**src/rtl/sl811_pkg.sv**
```systemverilog
// Shared definitions for the SL811 access path: bus port selects, FSM state
// encodings and SL811 register indices used by the engines above the sequencer.
package sl811_pkg;

  localparam logic [2:0] ADDR_PORT_DEF = 3'd0;
  localparam logic [2:0] DATA_PORT_DEF = 3'd4;

  typedef logic [2:0] state_t;

  localparam state_t ST_IDLE  = 3'd0;
  localparam state_t ST_ADDR  = 3'd1;
  localparam state_t ST_WGET  = 3'd2;
  localparam state_t ST_WR    = 3'd3;
  localparam state_t ST_RD    = 3'd4;
  localparam state_t ST_RHOLD = 3'd5;
  localparam state_t ST_NEXT  = 3'd6;

  // SL811 register map (indices written to the address port)
  localparam logic [7:0] REG_HOST_CTRL    = 8'h00;
  localparam logic [7:0] REG_HOST_BASE    = 8'h01;
  localparam logic [7:0] REG_HOST_LEN     = 8'h02;
  localparam logic [7:0] REG_HOST_PID_EP  = 8'h03;
  localparam logic [7:0] REG_HOST_DEVADDR = 8'h04;
  localparam logic [7:0] REG_CTRL1        = 8'h05;
  localparam logic [7:0] REG_INT_ENABLE   = 8'h06;
  localparam logic [7:0] REG_INT_STATUS   = 8'h0D;
  localparam logic [7:0] REG_SOF_LOW      = 8'h0E;
  localparam logic [7:0] REG_CTRL2        = 8'h0F;
  localparam logic [7:0] REG_BUF_BASE     = 8'h10;

  function automatic logic [31:0] bus_word(input logic [7:0] b);
    return {24'h0, b};
  endfunction

endpackage

```
**src/rtl/sl811_bus_cycle.sv**
```systemverilog
// Holds one registered strobe/address/data set on the usb_sl811 port until the
// slave stops stalling; a new load takes priority over the completion drop.
module sl811_bus_cycle
  import sl811_pkg::*;
(
  input  logic        clk_bus,
  input  logic        rst_n,
  input  logic        ld_rd,
  input  logic        ld_wr,
  input  logic [2:0]  ld_port,
  input  logic [7:0]  ld_data,
  input  logic        m_stall,
  input  logic [31:0] m_data_i,
  output logic        m_read,
  output logic        m_write,
  output logic [2:0]  m_address,
  output logic [31:0] m_data_o,
  output logic        cmpl,
  output logic [7:0]  rd_byte
);

  logic [7:0] data_q;
  logic [23:0] unused_hi;

  assign unused_hi = m_data_i[31:8];
  assign cmpl      = (m_read | m_write) & ~m_stall;
  assign m_data_o  = bus_word(data_q);

  always_ff @(posedge clk_bus or negedge rst_n) begin
    if (!rst_n) begin
      m_read    <= 1'b0;
      m_write   <= 1'b0;
      m_address <= 3'd0;
      data_q    <= 8'h00;
    end else if (ld_rd | ld_wr) begin
      m_read    <= ld_rd;
      m_write   <= ld_wr & ~ld_rd;
      m_address <= ld_port;
      data_q    <= ld_rd ? 8'h00 : ld_data;
    end else if (cmpl) begin
      m_read  <= 1'b0;
      m_write <= 1'b0;
    end
  end

  // Read byte only moves on a completing read, so it stays put while held
  always_ff @(posedge clk_bus or negedge rst_n) begin
    if (!rst_n) begin
      rd_byte <= 8'h00;
    end else if (m_read && !m_stall) begin
      rd_byte <= m_data_i[7:0];
    end
  end

endmodule

```
**src/rtl/sl811_access_seq.sv**
```systemverilog
// Turns indirect SL811 register/buffer burst requests into address-port then
// data-port cycles on the usb_sl811 slave port.
//
// state | meaning
// IDLE  | ready for a request
// ADDR  | writing register index to the address port
// WGET  | waiting for the next write byte
// WR    | writing one byte to the data port
// RD    | reading one byte from the data port
// RHOLD | presenting the read byte until the consumer takes it
// NEXT  | count down; finish or advance to the next byte
module sl811_access_seq
  import sl811_pkg::*;
#(
  parameter logic [2:0] ADDR_PORT = ADDR_PORT_DEF,
  parameter logic [2:0] DATA_PORT = DATA_PORT_DEF,
  parameter bit         AUTO_INC  = 1'b1
) (
  input  logic        clk_bus,
  input  logic        rst_n,
  input  logic        req_valid,
  output logic        req_ready,
  input  logic        req_write,
  input  logic [7:0]  req_addr,
  input  logic [7:0]  req_len,
  input  logic        wdata_valid,
  output logic        wdata_ready,
  input  logic [7:0]  wdata,
  output logic        rdata_valid,
  input  logic        rdata_ready,
  output logic [7:0]  rdata,
  output logic        done,
  output logic        busy,
  output logic [2:0]  m_address,
  output logic [31:0] m_data_o,
  input  logic [31:0] m_data_i,
  output logic        m_read,
  output logic        m_write,
  input  logic        m_stall
);

  state_t     state_q, state_d;
  logic [7:0] cnt_q, cnt_d;
  logic [7:0] addr_q, addr_d;
  logic       wr_q, wr_d;
  logic       ld_rd, ld_wr;
  logic [2:0] ld_port;
  logic [7:0] ld_data;
  logic       cmpl;
  logic [7:0] rd_byte;

  sl811_bus_cycle u_bus (
    .clk_bus   (clk_bus),
    .rst_n     (rst_n),
    .ld_rd     (ld_rd),
    .ld_wr     (ld_wr),
    .ld_port   (ld_port),
    .ld_data   (ld_data),
    .m_stall   (m_stall),
    .m_data_i  (m_data_i),
    .m_read    (m_read),
    .m_write   (m_write),
    .m_address (m_address),
    .m_data_o  (m_data_o),
    .cmpl      (cmpl),
    .rd_byte   (rd_byte)
  );

  assign req_ready   = (state_q == ST_IDLE);
  assign busy        = (state_q != ST_IDLE);
  assign wdata_ready = (state_q == ST_WGET);
  assign rdata_valid = (state_q == ST_RHOLD);
  assign rdata       = rd_byte;
  assign done        = (state_q == ST_NEXT) && (cnt_q == 8'd0);

  always_comb begin
    state_d = state_q;
    cnt_d   = cnt_q;
    addr_d  = addr_q;
    wr_d    = wr_q;
    ld_rd   = 1'b0;
    ld_wr   = 1'b0;
    ld_port = ADDR_PORT;
    ld_data = 8'h00;
    case (state_q)
      ST_IDLE: begin
        if (req_valid) begin
          addr_d  = req_addr;
          cnt_d   = req_len;
          wr_d    = req_write;
          state_d = ST_ADDR;
          ld_wr   = 1'b1;
          ld_port = ADDR_PORT;
          ld_data = req_addr;
        end
      end
      ST_ADDR: begin
        if (cmpl) begin
          if (wr_q) begin
            state_d = ST_WGET;
          end else begin
            state_d = ST_RD;
            ld_rd   = 1'b1;
            ld_port = DATA_PORT;
          end
        end
      end
      ST_WGET: begin
        if (wdata_valid) begin
          state_d = ST_WR;
          ld_wr   = 1'b1;
          ld_port = DATA_PORT;
          ld_data = wdata;
        end
      end
      ST_WR: begin
        if (cmpl) state_d = ST_NEXT;
      end
      ST_RD: begin
        if (cmpl) state_d = ST_RHOLD;
      end
      ST_RHOLD: begin
        if (rdata_ready) state_d = ST_NEXT;
      end
      ST_NEXT: begin
        if (cnt_q == 8'd0) begin
          state_d = ST_IDLE;
        end else begin
          cnt_d  = cnt_q - 8'd1;
          addr_d = addr_q + 8'd1;
          if (!AUTO_INC) begin
            state_d = ST_ADDR;
            ld_wr   = 1'b1;
            ld_port = ADDR_PORT;
            ld_data = addr_q + 8'd1;
          end else if (wr_q) begin
            state_d = ST_WGET;
          end else begin
            state_d = ST_RD;
            ld_rd   = 1'b1;
            ld_port = DATA_PORT;
          end
        end
      end
      default: state_d = ST_IDLE;
    endcase
  end

  always_ff @(posedge clk_bus or negedge rst_n) begin
    if (!rst_n) begin
      state_q <= ST_IDLE;
      cnt_q   <= 8'd0;
      addr_q  <= 8'd0;
      wr_q    <= 1'b0;
    end else begin
      state_q <= state_d;
      cnt_q   <= cnt_d;
      addr_q  <= addr_d;
      wr_q    <= wr_d;
    end
  end

endmodule

```
**config.mk**
```make
export PLATFORM = sky130hd
export DESIGN_NAME = sl811_access_seq
export DESIGN_NICKNAME = d
export VERILOG_FILES = /design/src/rtl/sl811_pkg.sv /design/src/rtl/sl811_bus_cycle.sv /design/src/rtl/sl811_access_seq.sv
export SDC_FILE = /design/constraint.sdc
export NUM_CORES = 1
export LEC_CHECK = 0
export BUFFER_PORTS_ARGS = -buffer_cell sky130_fd_sc_hd__buf_4
export CORE_ASPECT_RATIO = 0.9
export CORE_UTILIZATION = 39
export CTS_CLUSTER_SIZE = 30
export DETAILED_ROUTE_END_ITERATION = 8
export GPL_TIMING_DRIVEN = 0
export PLACE_DENSITY_LB_ADDON = 0.08
export SLEW_MARGIN = 20
export SYNTH_ARGS = -nofsm -noshare
export SYNTH_HDL_FRONTEND = slang
export SYNTH_SLANG_ARGS = --single-unit
```
**constraint.sdc**
```tcl
create_clock -name clk_bus -period 1.7 [get_ports clk_bus]
set_input_delay 0.51 -clock clk_bus [delete_from_list [all_inputs] [get_ports clk_bus]]
set_output_delay 0.51 -clock clk_bus [all_outputs]
set_load 0.01 [all_outputs]
```
==> results_dict.tcl <==
set metrics [dict create \
    setup_violations 25 \
    place_congestion 0.802 \
    drt_wl_total_mm 4.86 \
    ir_worst_vdd_v 0.000759 \
    synth_area_leaders "dfrtp_1 41%, buf_4 10%, mux2_2 5.4%" \
    p_int_mw 2.85 \
    rsz0062_at_grt "yes" \
    worst_path_max_delay_cell "or4_4" \
    synth_area_um2 1880 \
    pwr-share-comb_pct 53.6 \
    fillers 393 \
    period_minus_slack_ns 2.07 \
    syn_avg_cell_area_um2 9.62 \
    path_max_fanout 2 \
    coreArea_um2 4550 \
    design_area_um2 3000 \
    h-tree-depth 2 \
    fin_util_pct 66.0 \
    critPathTopFamily "simple AND/OR/NAND/NOR gates" \
    cp.required_ns 1.19 \
    drtIter0Drc 78 \
    violations "setup timing" \
    grt_pass1_vias 1577 \
    cts.path.max_buffers 2 \
    grt_pass1_wl_mm 7.26 \
    critPathMaxStageDelay_ns 0.55 \
    worst-setup-path-type "reg -> out" \
    setup_slack_ns -0.371 \
    drive_gt1_share_pct 53.3 \
    layout_commonest_cell "buf_4" \
    p_switching_mw 1.66 \
    grt_usage_pct 19.3 \
    multi_input_area_um2 1000 \
    portBuffers 62 \
    grt_max_degree 32 \
    grt_remaining_overflow 0 \
    diodes 0 \
    dp.cells 344 \
    clock_sinks 31 \
    synth_cells 195 \
    root_buffer "clkbuf_8" \
    cp-startpoint "cnt_q[3]" \
    vias 1799 \
    postCtsHoldBufs 0 \
    setup_tns_ns -2.65 \
    maxCapViolations 0 \
    synth_edf_count 0 \
    hp-class "in -> async" \
    viasPerCell 4.77 \
    dieArea_um2 5090 \
    drc 0 \
    wl_per_cell_um 12.9 \
    crit_arrival_ns 1.56 \
    placed_area_um2 2540 \
    ff_latch_area_um2 777 \
    slew_violations 0 \
    pwr-share-clk_pct 16.6 \
    cts_tree "done" \
    skew_ns 0.00544 \
    fmax_mhz 483 \
    num_io_pins 113 \
    synthToLayoutAreaGrowth_pct 59.9 \
    netSwitchingFraction_pct 36.7 \
    stdcell_count 377 \
    status "finished, violations left" \
    critPathLaunchType "register" \
    fin_crit_sh_pct 122 \
    cp-end-kind "output port" \
    num_rows 23 \
    postRouteAntennaNets 0 \
    cts_buffers 5 \
    insertion_delay_ns 0.28 \
    power_frac_seq_pct 29.9 \
    die_y_um 67.8 \
    first_pass_iters 4 \
    die_x_um 75.1 \
    yosysTopAreaCell "dfrtp_1" \
    synth.distinct_cells 53 \
    grt_antenna_before_repair 0 \
    path_clk_slew_ns 0.06 \
    ys.flop_type "dfrtp_1" \
    final_nets 379 \
    p_leak_nw 1.48 \
    power_density_nw_per_um2 1500 \
    start_util_pct 41.3 \
    crit_chain "or4_4 -> nand2b_4 -> nor2_4 -> buf_6" \
    async_reset_ff_share_pct 100 \
    synth_warnings 0 \
    finalPower_mw 4.51 \
    ys_seq_area_share_pct 41.3 \
    worst-path-buf-inv 1 \
    layout_common_cells "104 x buf_4, 30 x dfrtp_1, 26 x conb_1" \
    hold_violations 0 \
    yosysTopAreaCellShare_pct 41.3 \
    synth_seq_cells 31 \
    r2r-start "cnt_q[3]" \
    dp_hpwl_mm 3.23 \
]
## kinds of logic (layout without fill, tap and decap cells)
family / count (synthesis) / in the layout / synth area share [%]
simple gates: 44 / 44 / 14.7
mux: 10 / 10 / 6.00
buf+inv: 52 / 147 / 15.8
flops: 31 / 31 / 41.3
xor+xnor: 1 / 1 / 0.467
fa+ha+maj: 2 / 2 / 1.33
other cells: 1 / 26 / 0.200
compound gates: 54 / 54 / 20.2
## sequential cells by signal, indices dropped and copies added (netlist names)
name,count
u_bus.rd_byte,8
u_bus.m_read,1
u_bus.m_address,1
wr_q,1
u_bus.data_q,8
cnt_q,8
state_q,3
u_bus.m_write,1
## layout make-up
class                   instances  area share, %
multi-input cells             137           33.5
flip-flops and latches         31           25.9
repair buffers                 88           23.1
plain buffers                  35           8.97
clock buffers                   6           2.75
well taps                      62           2.59
inverters                      16           2.09
clock inverters                 2           1.17
## routing by layer
layer	vias up	wire length [um]	global-route usage (%)
li1	884	-	-
met1	832	2120	24.6
met2	71	2320	31.0
met3	12	316	4.71
met4	0	106	8.49
met5	-	0	0
## what timing repair did
| item | 4_1_cts | 5_1_grt |
|---|---|---|
| pin swaps | 7 | 5 |
| gates resized for setup | 39 | 12 |
| setup buffers | 21 | 5 |
| setup endpoints to repair | 21 | 25 |
## through the flow
stage	setup WS [ns]	hold slack (ns)
2_1_floorplan	-0.127	0.214
3_3_place_gp	-0.270	0.470
3_5_place_dp	-0.278	0.467
4_1_cts	-0.373	0.165
5_1_grt	-0.426	0.178
6_report	-0.371	0.151
## cell usage after synthesis (2+ instances only)
cell / count
buf_2: 3
clkbuf_1: 6
or4_1: 2
dfrtp_1: 31
nand3_1: 3
nor3_1: 5
a211oi_1: 4
inv_1: 15
a21oi_1: 6
mux2_2: 9
o22ai_1: 2
o21ai_1: 8
nor2_1: 11
nand2_1: 7
o21ai_0: 9
a22oi_1: 8
buf_4: 26
o31ai_1: 2
a211o_1: 3
ha_1: 2
## power by group through the flow
stage / Combinational (mW) / Sequential [mW] / Clock, mW
after floorplan: 1.06 / 1.41 / 0
after global placement: 1.81 / 1.35 / 0
after detailed placement: 1.82 / 1.36 / 0
after CTS: 2.29 / 1.33 / 0.761
after global routing: 2.63 / 1.39 / 0.804
final: 2.41 / 1.35 / 0.746
## path summary, 6_finish.rpt
path,to,slack [ns],cells after the start
max in group asynchronous,state_q[2],1.24,1
max reg2reg,cnt_q[1],-0.23,6
min in group clk_bus,wr_q,0.42,3
min,state_q[1],0.15,1
min reg2reg,u_bus.m_address[2],0.50,1
max,done,-0.37,4
## worst register-to-register path: cells and delay by family, from the launching register on
kind,cells,cell delay [ns]
buffers and inverters,2,0.27
flip-flops,1,0.38
AND/OR/NAND/NOR,2,0.72
AO/OA/AOI/OAI,1,0.15
multiplexers,1,0.31
No activity file was read; power rests on OpenSTA's default activity.
